<file path="src/rtl/aidc_lite_code_bank_if.sv">
// Output stream of the AIDC-Lite code bank.
// Valid/ready handshake carrying one code word per beat.
interface aidc_lite_code_bank_if #(
  parameter int ADDR_W = 4
);
  logic              m_valid_o;
  logic              m_ready_i;
  logic [63:0]       m_data_o;
  logic              m_last_o;
  logic [ADDR_W:0]   m_nwords_o;

  modport master (
    output m_valid_o,
    output m_data_o,
    output m_last_o,
    output m_nwords_o,
    input  m_ready_i
  );

  modport slave (
    input  m_valid_o,
    input  m_data_o,
    input  m_last_o,
    input  m_nwords_o,
    output m_ready_i
  );
endinterface

</file>
<file path="src/rtl/aidc_lite_code_bank.sv">
// AIDC-Lite code bank: ping-pong capture of packed code words
// and block-wise valid/ready drain to a stallable consumer.
module aidc_lite_code_bank #(
  parameter int NUM_WORDS = 16,
  parameter int ADDR_W    = 4
) (
  input  logic                  clk,
  input  logic                  rst_n,
  input  logic                  cc_valid_i,
  input  logic [ADDR_W-1:0]     cc_addr_i,
  input  logic [63:0]           cc_data_i,
  input  logic                  cc_done_i,
  aidc_lite_code_bank_if.master m,
  output logic                  ovf_o,
  output logic                  seq_err_o
);

  typedef enum logic [1:0] {
    B_EMPTY,
    B_FILLING,
    B_FULL,
    B_DRAINING
  } bank_st_e;

  bank_st_e          st_q [2];
  bank_st_e          st_d [2];
  logic [ADDR_W:0]   nw_q [2];
  logic [ADDR_W:0]   nw_d [2];
  logic [63:0]       mem_q [2][NUM_WORDS];

  logic              wr_bank_q, wr_bank_d;
  logic              rd_bank_q, rd_bank_d;
  logic              drop_q, drop_d;
  logic              done_q, done_d;
  logic              valid_q, valid_d;
  logic              ovf_q, ovf_d;
  logic              seq_err_q, seq_err_d;
  logic [ADDR_W-1:0] exp_addr_q, exp_addr_d;
  logic [ADDR_W-1:0] rd_ptr_q, rd_ptr_d;
  logic [ADDR_W:0]   m_nw_q, m_nw_d;

  logic              end_word;
  logic              wr_open;
  logic              mem_we;
  logic              last_w;
  logic              hs;

  assign end_word = cc_valid_i && cc_done_i && !done_q;
  assign wr_open  = (st_q[wr_bank_q] == B_EMPTY) ||
                    (st_q[wr_bank_q] == B_FILLING);
  assign last_w   = valid_q &&
                    ({1'b0, rd_ptr_q} == m_nw_q - (ADDR_W+1)'(1));
  assign hs       = valid_q && m.m_ready_i;

  always_comb begin
    st_d       = st_q;
    nw_d       = nw_q;
    wr_bank_d  = wr_bank_q;
    rd_bank_d  = rd_bank_q;
    drop_d     = drop_q;
    done_d     = cc_done_i;
    valid_d    = valid_q;
    ovf_d      = ovf_q;
    seq_err_d  = seq_err_q;
    exp_addr_d = exp_addr_q;
    rd_ptr_d   = rd_ptr_q;
    m_nw_d     = m_nw_q;
    mem_we     = 1'b0;

    // write side only touches EMPTY/FILLING banks, read side only
    // FULL/DRAINING, so both may update st_d in the same cycle
    if (cc_valid_i) begin
      if (drop_q) begin
        if (end_word) begin
          drop_d     = 1'b0;
          exp_addr_d = '0;
        end
      end else if (wr_open) begin
        mem_we              = 1'b1;
        st_d[wr_bank_q]     = B_FILLING;
        exp_addr_d          = exp_addr_q + ADDR_W'(1);
        if (cc_addr_i != exp_addr_q)
          seq_err_d = 1'b1;
        if (end_word) begin
          nw_d[wr_bank_q] = {1'b0, cc_addr_i} + (ADDR_W+1)'(1);
          st_d[wr_bank_q] = B_FULL;
          wr_bank_d       = ~wr_bank_q;
          exp_addr_d      = '0;
        end
      end else begin
        ovf_d = 1'b1;
        if (end_word)
          exp_addr_d = '0;
        else
          drop_d = 1'b1;
      end
    end

    if (!valid_q) begin
      if (st_q[rd_bank_q] == B_FULL) begin
        st_d[rd_bank_q] = B_DRAINING;
        valid_d         = 1'b1;
        rd_ptr_d        = '0;
        m_nw_d          = nw_q[rd_bank_q];
      end
    end else if (hs) begin
      if (last_w) begin
        st_d[rd_bank_q] = B_EMPTY;
        rd_bank_d       = ~rd_bank_q;
        valid_d         = 1'b0;
        rd_ptr_d        = '0;
      end else begin
        rd_ptr_d = rd_ptr_q + ADDR_W'(1);
      end
    end
  end

  always_ff @(posedge clk) begin
    if (!rst_n) begin
      st_q[0]    <= B_EMPTY;
      st_q[1]    <= B_EMPTY;
      nw_q[0]    <= '0;
      nw_q[1]    <= '0;
      wr_bank_q  <= 1'b0;
      rd_bank_q  <= 1'b0;
      drop_q     <= 1'b0;
      done_q     <= 1'b1;
      valid_q    <= 1'b0;
      ovf_q      <= 1'b0;
      seq_err_q  <= 1'b0;
      exp_addr_q <= '0;
      rd_ptr_q   <= '0;
      m_nw_q     <= '0;
    end else begin
      st_q       <= st_d;
      nw_q       <= nw_d;
      wr_bank_q  <= wr_bank_d;
      rd_bank_q  <= rd_bank_d;
      drop_q     <= drop_d;
      done_q     <= done_d;
      valid_q    <= valid_d;
      ovf_q      <= ovf_d;
      seq_err_q  <= seq_err_d;
      exp_addr_q <= exp_addr_d;
      rd_ptr_q   <= rd_ptr_d;
      m_nw_q     <= m_nw_d;
    end
  end

  always_ff @(posedge clk) begin
    if (mem_we)
      mem_q[wr_bank_q][cc_addr_i] <= cc_data_i;
  end

  assign m.m_valid_o  = valid_q;
  assign m.m_data_o   = mem_q[rd_bank_q][rd_ptr_q];
  assign m.m_last_o   = last_w;
  assign m.m_nwords_o = m_nw_q;
  assign ovf_o        = ovf_q;
  assign seq_err_o    = seq_err_q;

endmodule
</file>
<file path="src/flat_wrapper.sv">
// flat-port wrapper written by rule: the top's interface ports become plain ports
module aidc_lite_code_bank_flat 
#(
  parameter int NUM_WORDS = 16,
  parameter int ADDR_W    = 4
)
  (clk, rst_n, cc_valid_i, cc_addr_i, cc_data_i, cc_done_i, ovf_o, seq_err_o, m_m_valid_o, m_m_data_o, m_m_last_o, m_m_nwords_o, m_m_ready_i);
  aidc_lite_code_bank_if #(.ADDR_W(ADDR_W)) m_i ();
  input  logic clk;
  input  logic rst_n;
  input  logic cc_valid_i;
  input  logic [ADDR_W-1:0] cc_addr_i;
  input  logic [63:0] cc_data_i;
  input  logic cc_done_i;
  output logic ovf_o;
  output logic seq_err_o;
  output wire logic [$bits(m_i.m_valid_o)-1:0] m_m_valid_o;
  output wire logic [$bits(m_i.m_data_o)-1:0] m_m_data_o;
  output wire logic [$bits(m_i.m_last_o)-1:0] m_m_last_o;
  output wire logic [$bits(m_i.m_nwords_o)-1:0] m_m_nwords_o;
  input wire logic [$bits(m_i.m_ready_i)-1:0] m_m_ready_i;
  assign m_m_valid_o = m_i.m_valid_o;
  assign m_m_data_o = m_i.m_data_o;
  assign m_m_last_o = m_i.m_last_o;
  assign m_m_nwords_o = m_i.m_nwords_o;
  assign m_i.m_ready_i = m_m_ready_i;
  aidc_lite_code_bank #(.NUM_WORDS(NUM_WORDS), .ADDR_W(ADDR_W)) u_core (.clk(clk), .rst_n(rst_n), .cc_valid_i(cc_valid_i), .cc_addr_i(cc_addr_i), .cc_data_i(cc_data_i), .cc_done_i(cc_done_i), .m(m_i), .ovf_o(ovf_o), .seq_err_o(seq_err_o));
endmodule
</file>
<file path="config.mk">
export PLATFORM = sky130hd
export DESIGN_NAME = aidc_lite_code_bank_flat
export DESIGN_NICKNAME = d
export VERILOG_FILES = /design/src/rtl/aidc_lite_code_bank_if.sv /design/src/rtl/aidc_lite_code_bank.sv /design/src/flat_wrapper.sv
export SDC_FILE = /design/constraint.sdc
export NUM_CORES = 2
export LEC_CHECK = 0
export BUFFER_PORTS_ARGS = -buffer_cell sky130_fd_sc_hd__buf_2
export CORE_MARGIN = 2
export CORE_UTILIZATION = 48
export CTS_CLUSTER_DIAMETER = 100
export DETAILED_ROUTE_END_ITERATION = 16
export GPL_TIMING_DRIVEN = 1
export SYNTH_ARGS = -nofsm -noshare
export SYNTH_HDL_FRONTEND = slang
export SYNTH_SLANG_ARGS = --single-unit
export TNS_END_PERCENT = 10
</file>
<file path="constraint.sdc">
create_clock -name clk -period 15.2 [get_ports clk]
set_clock_uncertainty 0.1 [all_clocks]
set_input_delay 2.28 -clock clk [delete_from_list [all_inputs] [get_ports clk]]
set_output_delay 2.28 -clock clk [all_outputs]
set_load 0.02 [all_outputs]
</file>
==> impl_metrics.sql <==
INSERT INTO impl_metrics (metric_group, metric, value, unit) VALUES
('floorplanning', 'initial_core_util', '48.2', '%'),
('clock_tree', 'number_of_setup_buffers_added_after_cts', '0', ''),
('cells_and_area', 'layout-area-overhead-vs-synth', '12.7', '%'),
('setup_path', 'critical_path.reg2reg.endpoint', 'u_core.mem_q[1][724]', ''),
('timing', 'max_slew.worst_pin.slew', '1.26', 'ns'),
('global_route', 'grt_pass1_wl', '284', 'mm'),
('global_route', 'grt_antenna_before_repair', '25', ''),
('setup_path', 'cp-endpoint', 'm_m_data_o[52]', ''),
('place', 'globalplace.congestion', '0.743', ''),
('route', 'firstDrtPassIters', '7', ''),
('place', 'dp_hpwl', '97.0', 'mm'),
('timing', 'fmax', '122', 'MHz'),
('pwr', 'power_switching_share', '20.2', '%'),
('cells_and_area', 'drive_above_1_share', '32.5', '%'),
('pwr', 'cellLeakagePower', '26.8', 'nW'),
('timing', 'finalMaxSlewViolations', '0', ''),
('cells_and_area', 'finalCoreUtilization', '54.4', '%'),
('route', 'routed_wirelength', '201', 'mm'),
('route', 'num_vias', '37200', ''),
('timing', 'fin_ws', '6.99', 'ns'),
('cells_and_area', 'nFillCells', '12100', ''),
('timing', 'finalCriticalPeriod', '8.21', 'ns'),
('cells_and_area', 'finish.net_count', '3647', ''),
('clock_tree', 'clock-sinks', '2083', ''),
('pwr', 'power.net_switching', '2.31', 'mW'),
('global_route', 'use_met1', '33.5', '%'),
('clock_tree', 'post_cts.resized_instances', '0', ''),
('setup_path', 'timing.critical_path.max_delay_family', 'buffers and inverters', ''),
('place', 'buffer_ports.inserted', '145', ''),
('synth', 'synth_cell_types', '44', ''),
('floorplanning', 'fp.dieArea', '169000', 'um2'),
('cells_and_area', 'multiInputGateArea', '16600', 'um2'),
('setup_path', 'timing.critical_path.depth', '7', ''),
('setup_path', 'reg2reg_from', 'u_core.wr_bank_q', ''),
('clock_tree', 'hold_buffers', '0', ''),
('clock_tree', 'cts.path.max_buffers', '3', ''),
('hold_path', 'type_of_the_worst_min_delay_path', 'flop to flop', ''),
('pwr', 'p_int', '9.10', 'mW'),
('route', 'avgViaCountPerCell', '6.26', ''),
('setup_path', 'worstPathRequired', '12.82', 'ns'),
('clock_tree', 'clkLatencyLatePin', '0.83', 'ns'),
('pwr', 'power.sequential.fraction', '55.7', '%'),
('clock_tree', 'h_tree_level_count', '4', ''),
('setup_path', 'crit_arrival', '5.83', 'ns'),
('global_route', 'gr-max-usage-layer', 'met2', ''),
('synth', 'ys_dominant_reg_cell', 'edfxtp_1', ''),
('timing', 'fin_setup_tns', '0', 'ns'),
('floorplanning', 'io-pin-count', '146', ''),
('timing', 'hold_viol_final', '0', ''),
('setup_path', 'crit_slowest_cell', 'buf_4', ''),
('setup_path', 'cp_num_buf_inv', '4', ''),
('route', 'dr_drc_count', '0', ''),
('pwr', 'total_power', '11.4', 'mW'),
('floorplanning', 'core_area', '165000', 'um2'),
('floorplanning', 'die_y', '411', 'um'),
('job', 'max_cap_violations', '0', ''),
('setup_path', 'timing.critical_path.from_type', 'flop', ''),
('global_route', 'grt_util_met3', '3.63', '%'),
('synth', 'synth-edff-count', '2048', ''),
('run_status', 'status', 'complete, no violations', ''),
('clock_tree', 'cts.root.buffer_cell', 'clkbuf_16', ''),
('setup_path', 'timing.critical_path.slowest_cell_delay', '0.93', 'ns'),
('global_route', 'global_route.overflow_total', '0', ''),
('pwr', 'power_per_cell_area', '127', 'nW/um2'),
('pwr', 'p_clk_share', '42.5', '%'),
('timing', 'rsz0062_at_grt', 'no', ''),
('route', 'drtAntennaViolNets', '0', ''),
('setup_path', 'largest_fanout_on_the_critical_path', '51', ''),
('cells_and_area', 'final_cell_mix', '2048 x edfxtp_1, 556 x mux4_2, 210 x clkbuf_16', ''),
('setup_path', 'crit_path_cell_trace', 'buf_4 > buf_4 > buf_4 > mux4_2 > mux2_2 > a221o_1 > buf_2', ''),
('synth', 'synth.avg_cell_area', '24.1', 'um2');
how the worst min path moves through the flow:
stage	to	startpoint	slack [ns]	depth (start not counted)
2_1_floorplan	u_core.drop_q	u_core.drop_q	0.34	2
3_3_place_gp	u_core.drop_q	u_core.drop_q	0.35	2
3_5_place_dp	u_core.nw_q[9]	u_core.nw_q[9]	0.37	2
4_1_cts	u_core.nw_q[9]	u_core.nw_q[9]	0.38	2
5_1_grt	u_core.nw_q[9]	u_core.nw_q[9]	0.39	2
6_report	u_core.nw_q[9]	u_core.nw_q[9]	0.38	2
state kept, by name (all words and copies together) (netlist names), named ones only:
register,count
u_core.nw_q,10
u_core.st_q,4
u_core.done_q,1
u_core.wr_bank_q,1
u_core.drop_q,1
u_core.rd_bank_q,1
u_core.seq_err_o,1
u_core.m.m_valid_o,1
u_core.exp_addr_q,4
u_core.rd_ptr_q,4
u_core.mem_q,2048
u_core.ovf_o,1
u_core.m.m_nwords_o,5
worst register-to-register path, stage by stage (launching register included):
cell and delay, ns:
dfxtp_1 0.56, mux2i_1 0.31, and2_1 0.43, nand2_1 0.53, nor2_4 0.94, buf_4 0.54
buf_4 0.76
metrics by stage:
stage	instance area [um2]	instances
floorplan	79400	3295
global placement	83100	5546
detailed placement	83100	5546
CTS	89500	5931
global route	89500	5932
finish	89500	5937
cell usage after synthesis, types with 2 or more instances:
cell type / n / area [um2]
xnor2_1: 7 / 61.3
a221o_1: 34 / 340
edfxtp_1: 2048 / 61500
mux2i_1: 90 / 901
nand4b_1: 4 / 35.0
a211oi_1: 9 / 67.6
mux4_2: 556 / 12500
buf_6: 2 / 22.5
a21o_1: 3 / 22.5
nand3b_1: 2 / 15.0
dfxtp_1: 35 / 701
a221oi_1: 7 / 61.3
buf_4: 18 / 135
nor3_1: 7 / 35.0
a31oi_1: 4 / 25.0
nor2b_1: 10 / 62.6
o22ai_1: 48 / 300
buf_2: 61 / 305
nand2_1: 14 / 52.6
nand2b_1: 6 / 37.5
clkbuf_1: 61 / 229
o21ai_0: 4 / 20.0
o21a_1: 2 / 15.0
and3_1: 2 / 12.5
nor2_1: 60 / 225
nand3_1: 7 / 35.0
mux2_2: 100 / 1130
nand4_1: 4 / 25.0
xor2_1: 7 / 61.3
and2_1: 5 / 31.3
buf_1: 33 / 124
o211ai_1: 2 / 15.0
or3_1: 6 / 37.5
a21oi_1: 11 / 55.1
ha_1: 7 / 87.6
inv_1: 11 / 41.3
layout make-up:
| cell class | count | area share [%] |
|---|---|---|
| diodes | 6 | 0.0168 |
| clock buffers | 263 | 6.13 |
| clock inverters | 122 | 1.06 |
| inverters | 12 | 0.0503 |
| multi-input cells | 1025 | 18.5 |
| flip-flops and latches | 2083 | 69.5 |
| well taps | 2189 | 3.06 |
| repair buffers | 237 | 1.64 |
per-layer routing:
layer  part of all wire [%]  vias to the layer above  wire length [um]
met5                  0.042                        -                84
met4                    1.9                       12              3720
met3                    6.8                      267             13800
met2                     51                     1551            102000
met1                     41                    20500             81700
li1                       -                    14800                 -
power by group through the flow:
| stage | sequential, mW | clock (mW) | combinational (mW) |
|---|---|---|---|
| after CTS | 6.36 | 4.93 | 0.202 |
| after global placement | 6.47 | 0 | 0.189 |
| final | 6.36 | 4.85 | 0.201 |
| after detailed placement | 6.48 | 0 | 0.202 |
| after floorplan | 6.48 | 0 | 0.0716 |
| after global routing | 6.36 | 5.16 | 0.216 |
cells by family (layout without fill, tap and decap cells):
group | count (synthesis) | count (layout) | synth area share [%]
flip-flops | 2083 | 2083 | 78.3
multiplexers | 746 | 746 | 18.3
buffers and inverters | 187 | 634 | 1.08
AND/OR/NAND/NOR | 131 | 131 | 0.804
AO/OA/AOI/OAI | 127 | 127 | 1.19
XOR/XNOR | 14 | 14 | 0.154
adder cells (fa/ha/maj) | 7 | 7 | 0.110
other | 0 | 6 | 0
(Power assumes the default switching activity.)
